==> src/rtl/wb_commit_arbiter_pkg.sv <==
`default_nettype none
// ==========================================================================
// wb_arb_pkg : shared widths, payload types and helpers for wb_commit_arbiter
// Rev 1.0
// ==========================================================================
package wb_arb_pkg;

  localparam int WB_NUM_REQ = 4;
  localparam int WB_ADDR_W  = 5;
  localparam int WB_DATA_W  = 32;
  localparam int WB_ID_W    = 3;

  typedef struct packed {
    logic [WB_ADDR_W-1:0] rd_addr;
    logic                 rd_we;
    logic [WB_DATA_W-1:0] rd_data;
    logic [WB_ID_W-1:0]   commit_id;
  } wb_req_t;

  typedef struct packed {
    logic                 we;
    logic [WB_ADDR_W-1:0] addr;
    logic [WB_DATA_W-1:0] data;
  } wb_port_t;

  // x0 is hard-wired, so a write to it neither updates the file nor retires a scoreboard entry
  function automatic logic writes_reg(input wb_req_t r);
    return r.rd_we && (r.rd_addr != '0);
  endfunction

endpackage
`default_nettype wire

==> src/rtl/wb_commit_arbiter_if.sv <==
`default_nettype none
// ==========================================================================
// wb_commit_arbiter_if : execution-unit results in, writeback/commit pairs out
// Rev 1.0
// ==========================================================================
interface wb_commit_arbiter_if #(
  parameter int NUM_REQ         = wb_arb_pkg::WB_NUM_REQ,
  parameter int REG_ADDR_WIDTH  = wb_arb_pkg::WB_ADDR_W,
  parameter int DATA_WIDTH      = wb_arb_pkg::WB_DATA_W,
  parameter int COMMIT_ID_WIDTH = wb_arb_pkg::WB_ID_W
);
  logic [NUM_REQ-1:0]                 req_valid_i;
  logic [NUM_REQ-1:0]                 req_ready_o;
  logic [NUM_REQ*REG_ADDR_WIDTH-1:0]  req_rd_addr_i;
  logic [NUM_REQ-1:0]                 req_rd_we_i;
  logic [NUM_REQ*DATA_WIDTH-1:0]      req_rd_data_i;
  logic [NUM_REQ*COMMIT_ID_WIDTH-1:0] req_commit_id_i;
  logic                               wb0_we_o;
  logic [REG_ADDR_WIDTH-1:0]          wb0_addr_o;
  logic [DATA_WIDTH-1:0]              wb0_data_o;
  logic                               wb1_we_o;
  logic [REG_ADDR_WIDTH-1:0]          wb1_addr_o;
  logic [DATA_WIDTH-1:0]              wb1_data_o;
  logic                               commit_valid_o;
  logic [COMMIT_ID_WIDTH-1:0]         commit_id_o;
  logic                               commit_valid2_o;
  logic [COMMIT_ID_WIDTH-1:0]         commit_id2_o;

  modport master (
    output req_valid_i, req_rd_addr_i, req_rd_we_i, req_rd_data_i, req_commit_id_i,
    input  req_ready_o, wb0_we_o, wb0_addr_o, wb0_data_o, wb1_we_o, wb1_addr_o,
           wb1_data_o, commit_valid_o, commit_id_o, commit_valid2_o, commit_id2_o
  );

  modport slave (
    input  req_valid_i, req_rd_addr_i, req_rd_we_i, req_rd_data_i, req_commit_id_i,
    output req_ready_o, wb0_we_o, wb0_addr_o, wb0_data_o, wb1_we_o, wb1_addr_o,
           wb1_data_o, commit_valid_o, commit_id_o, commit_valid2_o, commit_id2_o
  );
endinterface
`default_nettype wire

==> src/rtl/wb_commit_arbiter_rr_pick2.sv <==
`default_nettype none
// ==========================================================================
// rr_pick2 : combinational round-robin picker issuing up to two grants
// Rev 1.0
// ==========================================================================
module rr_pick2 #(
  parameter int N     = 4,
  parameter int PTR_W = $clog2(N)
) (
  input  logic [N-1:0]     i_req,
  input  logic [PTR_W-1:0] i_ptr,
  input  logic [N-1:0]     i_conflict,
  output logic [N-1:0]     o_grant0,
  output logic [N-1:0]     o_grant1,
  output logic             o_valid0,
  output logic             o_valid1
);

  function automatic logic [PTR_W-1:0] wrap_idx(input logic [PTR_W-1:0] p, input int k);
    int s;
    s = int'(p) + k;
    if (s >= N) s = s - N;
    return PTR_W'(s);
  endfunction

  // Grant 1 lives in its own process: the conflict mask is derived from grant 0 outside
  always_comb begin : p_pick0
    o_grant0 = '0;
    o_valid0 = 1'b0;
    for (int k = 0; k < N; k++) begin
      if (!o_valid0 && i_req[wrap_idx(i_ptr, k)]) begin
        o_grant0[wrap_idx(i_ptr, k)] = 1'b1;
        o_valid0                     = 1'b1;
      end
    end
  end

  always_comb begin : p_pick1
    o_grant1 = '0;
    o_valid1 = 1'b0;
    for (int k = 0; k < N; k++) begin
      if (!o_valid1 && i_req[wrap_idx(i_ptr, k)] && !o_grant0[wrap_idx(i_ptr, k)]
          && !i_conflict[wrap_idx(i_ptr, k)]) begin
        o_grant1[wrap_idx(i_ptr, k)] = 1'b1;
        o_valid1                     = 1'b1;
      end
    end
  end

endmodule
`default_nettype wire

==> src/rtl/wb_commit_arbiter.sv <==
`default_nettype none
// ==========================================================================
// wb_commit_arbiter : buffers one result per unit, retires up to two per cycle
// Rev 1.0
// ==========================================================================
module wb_commit_arbiter
  import wb_arb_pkg::*;
#(
  parameter int NUM_REQ         = WB_NUM_REQ,
  parameter int REG_ADDR_WIDTH  = WB_ADDR_W,
  parameter int DATA_WIDTH      = WB_DATA_W,
  parameter int COMMIT_ID_WIDTH = WB_ID_W
) (
  input logic                clk,
  input logic                rst_n,
  wb_commit_arbiter_if.slave bus
);

  localparam int PTR_W = $clog2(NUM_REQ);

  wb_req_t                    r_hold [NUM_REQ];
  logic [NUM_REQ-1:0]         r_hold_v;
  logic [PTR_W-1:0]           r_ptr;
  wb_port_t                   r_wb0;
  wb_port_t                   r_wb1;
  logic                       r_cv0;
  logic                       r_cv1;
  logic [COMMIT_ID_WIDTH-1:0] r_cid0;
  logic [COMMIT_ID_WIDTH-1:0] r_cid1;

  wb_req_t                    w_in [NUM_REQ];
  logic [NUM_REQ-1:0]         w_grant0, w_grant1, w_grant, w_conflict, w_load, w_ready;
  logic                       w_valid0, w_valid1;
  wb_req_t                    w_slot0, w_slot1;
  logic [PTR_W-1:0]           w_last, w_next_ptr;

  for (genvar gi = 0; gi < NUM_REQ; gi++) begin : g_unpack
    assign w_in[gi] = {bus.req_rd_addr_i[gi*REG_ADDR_WIDTH +: REG_ADDR_WIDTH],
                       bus.req_rd_we_i[gi],
                       bus.req_rd_data_i[gi*DATA_WIDTH +: DATA_WIDTH],
                       bus.req_commit_id_i[gi*COMMIT_ID_WIDTH +: COMMIT_ID_WIDTH]};
  end

  rr_pick2 #(.N(NUM_REQ), .PTR_W(PTR_W)) u_pick (
    .i_req      (r_hold_v),
    .i_ptr      (r_ptr),
    .i_conflict (w_conflict),
    .o_grant0   (w_grant0),
    .o_grant1   (w_grant1),
    .o_valid0   (w_valid0),
    .o_valid1   (w_valid1)
  );

  always_comb begin : p_slot0
    w_slot0 = '0;
    for (int i = 0; i < NUM_REQ; i++) if (w_grant0[i]) w_slot0 = r_hold[i];
  end

  always_comb begin : p_slot1
    w_slot1 = '0;
    for (int i = 0; i < NUM_REQ; i++) if (w_grant1[i]) w_slot1 = r_hold[i];
  end

  // Two same-cycle writes to one register would race in the file; defer the later one
  always_comb begin : p_conflict
    w_conflict = '0;
    for (int i = 0; i < NUM_REQ; i++) begin
      w_conflict[i] = writes_reg(r_hold[i]) && writes_reg(w_slot0)
                      && (r_hold[i].rd_addr == w_slot0.rd_addr);
    end
  end

  always_comb begin : p_next_ptr
    w_last = '0;
    for (int i = 0; i < NUM_REQ; i++) begin
      if (w_valid1 ? w_grant1[i] : w_grant0[i]) w_last = PTR_W'(i);
    end
    if (!w_valid0)                            w_next_ptr = r_ptr;
    else if (w_last == PTR_W'(NUM_REQ - 1))   w_next_ptr = '0;
    else                                      w_next_ptr = w_last + 1'b1;
  end

  assign w_grant = w_grant0 | w_grant1;
  assign w_ready = ~r_hold_v | w_grant;
  assign w_load  = bus.req_valid_i & w_ready;

  always_ff @(posedge clk) begin
    if (!rst_n) begin
      r_hold_v <= '0;
      r_ptr    <= '0;
      r_wb0    <= '0;
      r_wb1    <= '0;
      r_cv0    <= 1'b0;
      r_cv1    <= 1'b0;
      r_cid0   <= '0;
      r_cid1   <= '0;
    end else begin
      r_hold_v <= w_load | (r_hold_v & ~w_grant);
      r_ptr    <= w_next_ptr;
      r_wb0    <= '{we: writes_reg(w_slot0), addr: w_slot0.rd_addr, data: w_slot0.rd_data};
      r_wb1    <= '{we: writes_reg(w_slot1), addr: w_slot1.rd_addr, data: w_slot1.rd_data};
      r_cv0    <= writes_reg(w_slot0);
      r_cv1    <= writes_reg(w_slot1);
      r_cid0   <= w_slot0.commit_id;
      r_cid1   <= w_slot1.commit_id;
    end
  end

  always_ff @(posedge clk) begin
    for (int i = 0; i < NUM_REQ; i++) if (w_load[i]) r_hold[i] <= w_in[i];
  end

  assign bus.req_ready_o     = w_ready;
  assign bus.wb0_we_o        = r_wb0.we;
  assign bus.wb0_addr_o      = r_wb0.addr;
  assign bus.wb0_data_o      = r_wb0.data;
  assign bus.wb1_we_o        = r_wb1.we;
  assign bus.wb1_addr_o      = r_wb1.addr;
  assign bus.wb1_data_o      = r_wb1.data;
  assign bus.commit_valid_o  = r_cv0;
  assign bus.commit_id_o     = r_cid0;
  assign bus.commit_valid2_o = r_cv1;
  assign bus.commit_id2_o    = r_cid1;

  a_commit_ids_distinct: assert property (@(posedge clk) disable iff (!rst_n)
    (bus.commit_valid_o && bus.commit_valid2_o) |-> (bus.commit_id_o != bus.commit_id2_o));

  for (genvar ga = 0; ga < NUM_REQ; ga++) begin : g_valid_hold
    a_valid_held: assert property (@(posedge clk) disable iff (!rst_n)
      (bus.req_valid_i[ga] && !bus.req_ready_o[ga]) |=> bus.req_valid_i[ga]);
  end

endmodule
`default_nettype wire

==> src/flat_wrapper.sv <==
// flat-port wrapper written by rule: the top's interface ports become plain ports
module wb_commit_arbiter_flat import wb_arb_pkg::*;
#(
  parameter int NUM_REQ         = WB_NUM_REQ,
  parameter int REG_ADDR_WIDTH  = WB_ADDR_W,
  parameter int DATA_WIDTH      = WB_DATA_W,
  parameter int COMMIT_ID_WIDTH = WB_ID_W
)
  (clk, rst_n, bus_req_valid_i, bus_req_rd_addr_i, bus_req_rd_we_i, bus_req_rd_data_i, bus_req_commit_id_i, bus_req_ready_o, bus_wb0_we_o, bus_wb0_addr_o, bus_wb0_data_o, bus_wb1_we_o, bus_wb1_addr_o, bus_wb1_data_o, bus_commit_valid_o, bus_commit_id_o, bus_commit_valid2_o, bus_commit_id2_o);
  wb_commit_arbiter_if #(.NUM_REQ(NUM_REQ), .REG_ADDR_WIDTH(REG_ADDR_WIDTH), .DATA_WIDTH(DATA_WIDTH), .COMMIT_ID_WIDTH(COMMIT_ID_WIDTH)) bus_i ();
  input logic clk;
  input logic rst_n;
  input wire logic [$bits(bus_i.req_valid_i)-1:0] bus_req_valid_i;
  input wire logic [$bits(bus_i.req_rd_addr_i)-1:0] bus_req_rd_addr_i;
  input wire logic [$bits(bus_i.req_rd_we_i)-1:0] bus_req_rd_we_i;
  input wire logic [$bits(bus_i.req_rd_data_i)-1:0] bus_req_rd_data_i;
  input wire logic [$bits(bus_i.req_commit_id_i)-1:0] bus_req_commit_id_i;
  output wire logic [$bits(bus_i.req_ready_o)-1:0] bus_req_ready_o;
  output wire logic [$bits(bus_i.wb0_we_o)-1:0] bus_wb0_we_o;
  output wire logic [$bits(bus_i.wb0_addr_o)-1:0] bus_wb0_addr_o;
  output wire logic [$bits(bus_i.wb0_data_o)-1:0] bus_wb0_data_o;
  output wire logic [$bits(bus_i.wb1_we_o)-1:0] bus_wb1_we_o;
  output wire logic [$bits(bus_i.wb1_addr_o)-1:0] bus_wb1_addr_o;
  output wire logic [$bits(bus_i.wb1_data_o)-1:0] bus_wb1_data_o;
  output wire logic [$bits(bus_i.commit_valid_o)-1:0] bus_commit_valid_o;
  output wire logic [$bits(bus_i.commit_id_o)-1:0] bus_commit_id_o;
  output wire logic [$bits(bus_i.commit_valid2_o)-1:0] bus_commit_valid2_o;
  output wire logic [$bits(bus_i.commit_id2_o)-1:0] bus_commit_id2_o;
  assign bus_i.req_valid_i = bus_req_valid_i;
  assign bus_i.req_rd_addr_i = bus_req_rd_addr_i;
  assign bus_i.req_rd_we_i = bus_req_rd_we_i;
  assign bus_i.req_rd_data_i = bus_req_rd_data_i;
  assign bus_i.req_commit_id_i = bus_req_commit_id_i;
  assign bus_req_ready_o = bus_i.req_ready_o;
  assign bus_wb0_we_o = bus_i.wb0_we_o;
  assign bus_wb0_addr_o = bus_i.wb0_addr_o;
  assign bus_wb0_data_o = bus_i.wb0_data_o;
  assign bus_wb1_we_o = bus_i.wb1_we_o;
  assign bus_wb1_addr_o = bus_i.wb1_addr_o;
  assign bus_wb1_data_o = bus_i.wb1_data_o;
  assign bus_commit_valid_o = bus_i.commit_valid_o;
  assign bus_commit_id_o = bus_i.commit_id_o;
  assign bus_commit_valid2_o = bus_i.commit_valid2_o;
  assign bus_commit_id2_o = bus_i.commit_id2_o;
  wb_commit_arbiter #(.NUM_REQ(NUM_REQ), .REG_ADDR_WIDTH(REG_ADDR_WIDTH), .DATA_WIDTH(DATA_WIDTH), .COMMIT_ID_WIDTH(COMMIT_ID_WIDTH)) u_core (.clk(clk), .rst_n(rst_n), .bus(bus_i));
endmodule
==> config.mk <==
export PLATFORM = sky130hd
export DESIGN_NAME = wb_commit_arbiter_flat
export DESIGN_NICKNAME = d
export VERILOG_FILES = /design/src/rtl/wb_commit_arbiter_pkg.sv /design/src/rtl/wb_commit_arbiter_if.sv /design/src/rtl/wb_commit_arbiter_rr_pick2.sv /design/src/rtl/wb_commit_arbiter.sv /design/src/flat_wrapper.sv
export SDC_FILE = /design/constraint.sdc
export NUM_CORES = 1
export LEC_CHECK = 0
export CAP_MARGIN = 25
export CORE_MARGIN = 4
export CORE_UTILIZATION = 40
export DETAILED_ROUTE_END_ITERATION = 8
export DONT_BUFFER_PORTS = 1
export GPL_TIMING_DRIVEN = 0
export PLACE_DENSITY_LB_ADDON = 0.1
export SYNTH_ARGS = -nofsm -noshare
export SYNTH_HDL_FRONTEND = slang
export SYNTH_SLANG_ARGS = --single-unit
==> constraint.sdc <==
create_clock -name clk -period 22.4 [get_ports clk]
set_clock_uncertainty 0.2 [all_clocks]
set_input_delay 0 -clock clk [delete_from_list [all_inputs] [get_ports clk]]
set_output_delay 0 -clock clk [all_outputs]
set_load 0.005 [all_outputs]
==> results of run 1 <==
[stage by stage]
stage	setup WS, ns	util (%)	instances	area [um^2]
3_3_place_gp	10.65	42.7	1439	12000
3_5_place_dp	14.25	43.5	1446	12200
2_1_floorplan	14.63	-	1061	11500
[cell families after synthesis]
| family | synth area share, % |
|---|---|
| xor+xnor | 0.684 |
| fa+ha+maj | 0.543 |
| compound gates | 20.4 |
| buf+inv | 4.37 |
| simple gates | 15.1 |
| flops | 58.0 |
| mux | 0.934 |
[cells in the mapped netlist (all sizes together) (5+ instances only)]
library cell | count | area, um^2
ha | 5 | 62.6
a32oi | 5 | 43.8
a221oi | 45 | 424
nand2 | 82 | 308
o211ai | 14 | 110
a211oi | 8 | 60.1
a22oi | 37 | 283
o22ai | 14 | 93.8
nor2b | 6 | 37.5
a22o | 5 | 43.8
inv | 22 | 82.6
xnor2 | 6 | 52.6
nand4 | 5 | 31.3
nand3 | 44 | 220
and2 | 8 | 50.1
and3 | 11 | 68.8
a211o | 37 | 324
o21ai | 22 | 110
clkbuf | 61 | 229
buf | 33 | 191
dfxtp | 88 | 1760
nand2b | 9 | 56.3
a31o | 5 | 43.8
nor4 | 8 | 50.1
edfxtp | 164 | 4920
nor3 | 45 | 225
a31oi | 10 | 68.8
a21oi | 53 | 265
nor2 | 129 | 484
a311oi | 11 | 126
==> summary.txt, run 1 <==
Run status
  • Outcome: did not finish
  • Last stage reached: 4_1_cts
  • Error msg: [ERROR RSZ-0060] Max buffer count reached.

CTS
  • Hold_buf cts: 300
  • Post-CTS Setup Bufs: 0
  • Clk sink count: about 250
  • CTS root buf: clkbuf_16
  • Clk buf depth: 3
  • CTS buffer count: 26
  • H-Tree Depth: 1
  • Post_cts resized: 0

Synth
  • EDFF count, synth: 164
  • Synth Warn #: 0
  • Fraction of registers with async set/reset: 0%
  • Sequential area share after synthesis: 58.0%
  • Synth Instances: approximately 1100
  • Post-synth cell types: a little under 80
  • Post-Syn Nets: around 1200
  • Cell area after synthesis: 11500 um^2
  • Syn avg cell area: between 10 and 15 um^2
  • Post-synth top flop: edfxtp_1
  • Synth Register Bits: ~250

Die
  • Die Y: between 150 and 200 um
  • Die Width: 178 um
  • Initial Util: about two fifths
  • # rows: 61
  • I/O pins: 258

Placed design
  • GP Congestion: a little over 0.9
  • PortBufs: 0
  • Final HPWL DP: between 30000 and 40000 um
==> inputs of run 2 (changes only) <==
--- a/config.mk
+++ b/config.mk
@@ -7,11 +7,11 @@
 export LEC_CHECK = 0
 export CAP_MARGIN = 25
 export CORE_MARGIN = 4
-export CORE_UTILIZATION = 40
+export CORE_UTILIZATION = 25
 export DETAILED_ROUTE_END_ITERATION = 8
 export DONT_BUFFER_PORTS = 1
 export GPL_TIMING_DRIVEN = 0
-export PLACE_DENSITY_LB_ADDON = 0.1
+export PLACE_DENSITY_LB_ADDON = 0.15
 export SYNTH_ARGS = -nofsm -noshare
 export SYNTH_HDL_FRONTEND = slang
 export SYNTH_SLANG_ARGS = --single-unit
==> run 2 against run 1 <==
  * The run now ends clean
  * Synthesized cell count is the same
  * Synthesized area is the same
==> summary.txt, run 2 <==
Global routing
  • Largest net degree at the start of global routing: 24
  • Vias in the first global route: approximately 11000
  • Initial antenna violation count: 2
  • All-Layer GR Usage: 19.3%
  • First-pass GRT wire length: approximately 73000 um
  • Remaining global-route overflow: 0
  • Met2 Track Usage GR: between 30 and 40%
  • M1 GR Usage: between 20% and 30%
  • Busiest grt layer: met2
  • M3 GR Usage: approximately 3.6%

Final layout
  • # fillers: roughly 4600
  • Commonest non-fill, non-tap cells in the layout: dlygate4sd3_1 (336), edfxtp_1 (164), nor2_1 (129)
  • Layout Area Growth over Synthesis: 46.1%
  • Final design utilization: a little under two fifths
  • Number of flip-flops under the largest register name: ~160
  • Largest Register: u_core.r_hold
  • Most common cell after layout, fill and taps aside: dlygate4sd3_1
  • Share of cells above drive strength 1: 7.88%
  • Nets: between 1500 and 2000

Synth
  • Post-synth cell types: 78 (unchanged)
  • Post-synth top flop: edfxtp_1
  • Compound-Gate Fraction of Synth Area: 20.4% (unchanged)
  • Syn avg cell area: 10.9 um^2 (unchanged)
  • Post-synthesis adder-cell area fraction: 0.543% (unchanged)
  • Yosys top cell area share: 42.8% (unchanged)
  • Synth top area cells: edfxtp_1 (43%), dfxtp_1 (15%), nor2_1 (4.2%)
  • Mux contribution to synthesized area: 0.934% (unchanged)
  • Synth Warn #: 0 (unchanged)
  • Cell area after synthesis: 11500 um^2 (unchanged)
  • Largest family of logic cells by synthesized area: compound AO/OA/AOI/OAI gates
  • Yosys top cell by area: edfxtp_1
  • Simple-gate portion of the synthesized area: 15.1% (unchanged)
  • Synth Register Bits: 252 (unchanged)
  • Commonest cells in the synthesized netlist: edfxtp_1 (164), nor2_1 (129), dfxtp_1 (88), nand2_1 (82), clkbuf_1 (61)
  • Sequential area share after synthesis: 58.0% (unchanged)
  • Post-Synth XOR/XNOR Area: 0.684% (unchanged)
  • Post-Syn Nets: 1236 (unchanged)
  • Most numerous cell in the Yosys netlist: edfxtp_1
  • EDFF count, synth: 164 (unchanged)
  • Synth Instances: 1061 (unchanged)
  • Fraction of registers with async set/reset: 0% (unchanged)

Die
  • Die area: around 50000 um^2
  • Die Y: 223 um (+25%)
  • # rows: 78 (+28%)
  • I/O pins: 258 (unchanged)
  • Initial Util: 25.3% (-16 points)
  • Die Width: 223 um (+25%)
  • Core area: approximately 45000 um^2

Min path
  • Hold Path Origin: bus_req_valid_i[2]
  • Hold EP: u_core.r_hold_v[2]
  • Hold WC Path Type: primary input to flip-flop
  • Hold depth: 3

Timing
  • Max-slew headroom: approximately 28%
  • Period utilization: between 30 and 40%
  • RSZ-0062 raised after global routing: no
  • Period minus WS final: between 8 and 9 ns
  • Final setup TNS: 0 ns
  • Slew @ Worst Pin: about 1.1 ns
  • Final worst setup slack: approximately 14 ns
  • Endpoints failing setup: 0
  • Fin. Hold Viols: 0
  • Max Clk Rate: about 120 MHz
  • Final Max Tran Viols: 0
  • Worst hold margin: 0.110 ns

Routing
  • Drt drc: 0
  • Vias per inst: ~5.2
  • Via count: approximately 11000
  • DRT iter0 DRCs: between 800 and 900
  • Pre-antenna DRT Iters: 5
  • Final WL: roughly 50000 um
  • Final ANT Viol Nets: 0
  • Wire per inst: roughly 24 um

CTS
  • CTS tree: done
  • Post_cts resized: 0 (unchanged)
  • Clk buf depth: 3 (unchanged)
  • Clock Latency Late Sink: between 0.5 and 0.6 ns
  • CTS buffer count: 30 (+15%)
  • Hold_buf cts: 336 (+12%)
  • Clock-pin slew on the worst setup and hold paths: ~0.06 ns
  • H-Tree Depth: 1 (unchanged)
  • Post-CTS Setup Bufs: 0 (unchanged)
  • CTS root buf: clkbuf_16
  • Clk sink count: 252 (unchanged)

Worst setup path
  • Worst stage delay on the critical path: 0.76 ns
  • Reg2Reg Depth: 21
  • Crit path launch type: flip-flop
  • Data required time of the worst path: 22.45 ns
  • Critical path cell sequence: clkbuf_1 > inv_1 > ha_1 > buf_2 > and3b_1 > o21a_1 > o21ai_0 > o22ai_1 > a311oi_2 > o22ai_1 > o41ai_4 > or4_1 > nand3_1 > a31oi_1 > a311oi_1 > o211ai_2 > buf_4 > buf_2 > or2_2 > and2_2 > buf_12
  • Capture point of the worst reg-to-reg path: u_core.r_hold[1][6]
  • CP Capture Type: flip-flop
  • Critical path peak fanout: 23
  • Worst Path Class, Setup: flip-flop to flip-flop
  • RR Startpoint: u_core.r_ptr[1]
  • Worst path slowest cell: and2_2
  • Reg2Reg Setup Slack: ~14 ns
  • CP arrival: slightly below 9 ns

Pwr
  • Pwr dens: between 100 and 150 nW/um^2
  • Lkg Pwr: between 6 and 7 nW
  • VDD IR max: approximately 73 uV
  • Overall Power: 2.51 mW

Placed design
  • PortBufs: 0 (unchanged)
  • Final HPWL DP: 34700 um (+13%)
  • DP Worst Slack: 13.90 ns (-0.350 ns)
  • GP Congestion: 0.915 (-1.9%)

Run status
  • Outcome: finished clean

Run
  • Max-cap viol count: 0
[run 2: cell counts after synthesis]
No cell type changed its count.
[run 2: layout make-up]
| class | count | area [um^2] | share of cell area (%) |
|---|---|---|---|
| Tap cell | 600 | 751 | 4.46 |
| Sequential cell | 252 | 6690 | 39.7 |
| Clock inverter | 13 | 118 | 0.699 |
| Antenna cell | 1 | 2.50 | 0.0149 |
| Timing Repair Buffer | 342 | 3510 | 20.8 |
| Multi-Input combinational cell | 693 | 4370 | 26.0 |
| Clock buffer | 43 | 891 | 5.29 |
| Inverter | 22 | 82.6 | 0.491 |
| Buffer | 94 | 420 | 2.50 |
[run 2: worst max path at each step]
stage | from | end | slack (ns) | depth (start not counted)
after floorplan | u_core.r_ptr[1] | u_core.r_hold[2][0] | 14.63 | 19
after global placement | u_core.r_ptr[1] | u_core.r_hold[2][31] | 10.57 | 20
after detailed placement | u_core.r_ptr[1] | u_core.r_hold[1][31] | 13.90 | 20
after CTS | u_core.r_ptr[1] | u_core.r_hold[1][24] | 13.89 | 21
after global routing | u_core.r_ptr[1] | u_core.r_hold[1][6] | 13.35 | 21
final | u_core.r_ptr[1] | u_core.r_hold[1][6] | 13.72 | 21
[run 2: power by group]
group | total, mW | internal, mW | switching [mW]
Sequential | 0.689 | 0.621 | 0.0680
Clock | 0.495 | 0.290 | 0.206
Combinational | 1.33 | 0.437 | 0.893
[run 2: cells by family after synthesis]
kind of cell | Yosys count
simple gates | 371
flops | 252
fa+ha+maj | 5
compound gates | 299
buf+inv | 116
xor+xnor | 9
mux | 9
[run 2: worst max-delay path, delay by kind of cell, from the launching register on]
family | cells | cell delay, ns
compound gates | 9 | 3.85
simple gates | 5 | 1.76
buf+inv | 6 | 1.67
flops | 1 | 0.46
fa+ha+maj | 1 | 0.39
[run 2: metrics by stage]
| step | std cells | cell area (um^2) |
|---|---|---|
| floorplan | 1061 | 11500 |
| detailed placement | 1667 | 12500 |
| global placement | 1661 | 12300 |
| global route | 2060 | 16800 |
| CTS | 2059 | 16800 |
| finish | 2060 | 16800 |
[run 2: routing by layer]
layer  part of all wire, %  vias up  routed length [um]
met5                 0.026        -                  13
met4                   3.0        2                1540
met3                   6.6       96                3310
met2                    48      467               24400
met1                    42     5343               21200
li1                      -     4811                   -
No activity file was read; power rests on OpenSTA's default activity.
==> inputs of run 3 (changes only) <==
==> constraint.sdc (replaced) <==
create_clock -name clk -period 7.9 [get_ports clk]
set_clock_uncertainty 0.2 [all_clocks]
set_input_delay 0 -clock clk [delete_from_list [all_inputs] [get_ports clk]]
set_output_delay 0 -clock clk [all_outputs]
set_load 0.005 [all_outputs]
==> run 3 against run 2 <==
  * Worst hold slack lost 0.035 ns
  * Global-route usage grew 0.050 points
  * Combinational power grew to 2.9 times the previous value
  * Critical path type unchanged
  * Sequential share of layout area shrank 0.34 points
  * Core utilization grew 0.32 points
  * Routed wire length grew 0.26%
  * Final area grew 0.86%
  * Clock-buffer cell count is the same
  * Maximum frequency grew 15%
==> summary.txt, run 3 (same netlist as run 2, synthesis figures left out) <==
Die
  • I/O pins: 258 (unchanged)
  • Core area: 45500 um^2 (unchanged)
  • # rows: 78 (unchanged)
  • Die Width: 223 um (unchanged)
  • Initial Util: 25.3% (unchanged)
  • Die Y: 223 um (unchanged)
  • Die area: 49600 um^2 (unchanged)

Routing
  • Final WL: 50600 um (+0.26%)
  • Vias per inst: 5.16 (-0.76%)
  • Wire per inst: 24.5 um (about the same)
  • Pre-antenna DRT Iters: 5 (unchanged)
  • Final ANT Viol Nets: 0 (unchanged)
  • Drt drc: 0 (unchanged)
  • Via count: 10700 (-0.47%)
  • DRT iter0 DRCs: 870 (+7.5%)

CTS
  • Clock-pin slew on the worst setup and hold paths: 0.06 ns (about the same)
  • Clk sink count: 252 (unchanged)
  • Clk buf depth: 3 (unchanged)
  • H-Tree Depth: 1 (unchanged)
  • Clock Latency Late Sink: 0.58 ns (about the same)
  • CTS tree: done
  • CTS buffer count: 30 (unchanged)
  • CTS root buf: clkbuf_16

Min path
  • Hold Path Origin: bus_req_valid_i[1]
  • Hold depth: 3 (unchanged)
  • Hold WC Path Type: primary input to flip-flop

Worst setup path
  • Most used cell along the critical path: buf_2
  • Worst Path Class, Setup: flip-flop to flip-flop
  • RR Startpoint: u_core.r_ptr[1]
  • Reg2Reg Depth: 23 (+9.5%)
  • Data required time of the worst path: 7.95 ns (-14.50 ns)
  • Worst stage delay on the critical path: 0.57 ns (-0.19 ns)
  • CP Launch Point: u_core.r_ptr[1]
  • Cell family with most CP delay: simple AND/OR/NAND/NOR gates
  • WP depth: 23 (+9.5%)
  • Critical path peak fanout: 19 (-17%)
  • Buffers plus inverters on the worst setup path: 8 (+2)
  • Critical path cell sequence: clkbuf_2 > inv_1 > ha_1 > buf_2 > and3b_1 > o21ai_0 > nand2_1 > o2bb2ai_1 > buf_2 > a311oi_2 > o22ai_1 > o41ai_4 > or4_1 > o21ai_1 > or3_1 > buf_4 > or3b_1 > o211ai_2 > buf_4 > buf_2 > or2_2 > and2_4 > buf_12
  • Worst path slowest cell: a311oi_2
  • Crit path launch type: flip-flop
  • CP Capture Type: flip-flop
  • CP arrival: 7.57 ns (-1.16 ns)

Timing
  • Endpoints failing setup: 0 (unchanged)
  • Max Clk Rate: 133 MHz (+15%)
  • Final Max Tran Viols: 0 (unchanged)
  • Period minus WS final: 7.51 ns (-1.16 ns)
  • Slew @ Worst Pin: 1.09 ns (+0.0182 ns)
  • RSZ-0062 raised after global routing: no
  • Period utilization: 95.1% (+56 points)
  • Max-slew headroom: 27.2% (-1.2 points)
  • Fin. Hold Viols: 0 (unchanged)

Global routing
  • Initial antenna violation count: 2 (unchanged)
  • First-pass GRT wire length: 73400 um (+0.23%)
  • Remaining global-route overflow: 0 (unchanged)
  • All-Layer GR Usage: 19.4% (+0.050 points)
  • Vias in the first global route: 11200 (+0.34%)
  • Largest net degree at the start of global routing: 23 (-4.2%)

Final layout
  • Final design utilization: 37.3% (+0.32 points)
  • Most common cell after layout, fill and taps aside: dlygate4sd3_1
  • Number of flip-flops under the largest register name: 164 (unchanged)
  • Share of cells above drive strength 1: 9.15% (+1.3 points)
  • Layout Area Growth over Synthesis: 47.3%
  • Largest Register: u_core.r_hold
  • Commonest non-fill, non-tap cells in the layout: dlygate4sd3_1 (335), edfxtp_1 (164), nor2_1 (129)
  • Post-route cell area: 17000 um^2 (+0.86%)
  • # fillers: 4550 (-0.11%)
  • Nets: 1616 (+0.37%)

Placed design
  • Post-DP Area: 12500 um^2 (unchanged)
  • Final HPWL DP: 34700 um (unchanged)
  • GP Congestion: 0.915 (unchanged)
  • PortBufs: 0 (unchanged)

Run
  • Max-cap viol count: 0 (unchanged)

Pwr
  • Overall Power: 7.23 mW (+190%)
  • VDD IR max: 206 uV (+180%)
  • Pwr dens: 426 nW/um^2 (+190%)
  • Lkg Pwr: 6.20 nW (+0.96%)

Run status
  • Outcome: finished clean
run 3: timing repair:
| item | CTS | global route |
|---|---|---|
| setup buffers | 3 | 3 |
| hold endpoints to repair | 329 | 0 |
| pin swaps | 2 | 2 |
| resized for setup | 12 | 7 |
| gates cloned | 1 | 0 |
| hold buffers | 335 | 0 |
| endpoints found under the setup margin | 93 | 147 |
run 3: power breakdown:
part	total [mW]	internal, mW	switching (mW)	leakage [nW]
Sequential	1.95	1.76	0.192	2.31
Combinational	3.87	1.31	2.57	3.39
Clock	1.40	0.822	0.582	0.504
run 3: final timing paths:
kind	slack [ns]	end
max	0.39	u_core.r_hold[1][6]
min reg2reg	0.29	u_core.bus.wb1_data_o[11]
max reg2reg	0.39	u_core.r_hold[1][6]
min	0.07	u_core.r_hold_v[1]
run 3: metrics by stage:
| step | TNS [ns] | instances | hold WS [ns] | setup slack [ns] |
|---|---|---|---|---|
| floorplan | 0 | 1061 | -0.101 | 0.134 |
| global placement | -513.89 | 1661 | -0.101 | -3.93 |
| detailed placement | -27.73 | 1667 | -0.101 | -0.602 |
| CTS | 0 | 2062 | 0.0626 | 0.0752 |
| global route | 0 | 2066 | 0.0954 | 0.00161 |
| finish | 0 | 2066 | 0.0743 | 0.386 |
run 3: metal layers:
| layer | global-route usage [%] | up-vias | part of all wire [%] |
|---|---|---|---|
| met5 | 0 | - | 0.026 |
| met4 | 5.91 | 2 | 3.0 |
| met3 | 3.57 | 93 | 6.5 |
| met2 | 33.1 | 451 | 48 |
| met1 | 25.0 | 5309 | 42 |
| li1 | - | 4814 | - |
run 3: area by class of cell:
| type | instances | area, um^2 | area share (%) |
|---|---|---|---|
| Antenna cell | 1 | 2.50 | 0.0147 |
| Buffer | 94 | 424 | 2.50 |
| Clock buffer | 43 | 891 | 5.25 |
| Clock inverter | 13 | 118 | 0.693 |
| Inverter | 22 | 82.6 | 0.487 |
| Multi-Input combinational cell | 694 | 4450 | 26.2 |
| Sequential cell | 252 | 6690 | 39.4 |
| Tap cell | 600 | 751 | 4.42 |
| Timing Repair Buffer | 347 | 3570 | 21.0 |
run 3: worst reg2reg max path, cell delays in order, from the launching register on:
cell	delay, ns
dfxtp_1	0.46
clkbuf_2	0.28
inv_1	0.17
ha_1	0.36
buf_2	0.22
and3b_1	0.22
o21ai_0	0.24
nand2_1	0.26
o2bb2ai_1	0.25
buf_2	0.24
a311oi_2	0.57
o22ai_1	0.24
o41ai_4	0.47
or4_1	0.35
o21ai_1	0.17
or3_1	0.33
buf_4	0.18
or3b_1	0.37
o211ai_2	0.18
buf_4	0.26
buf_2	0.31
or2_2	0.29
and2_4	0.36
buf_12	0.23
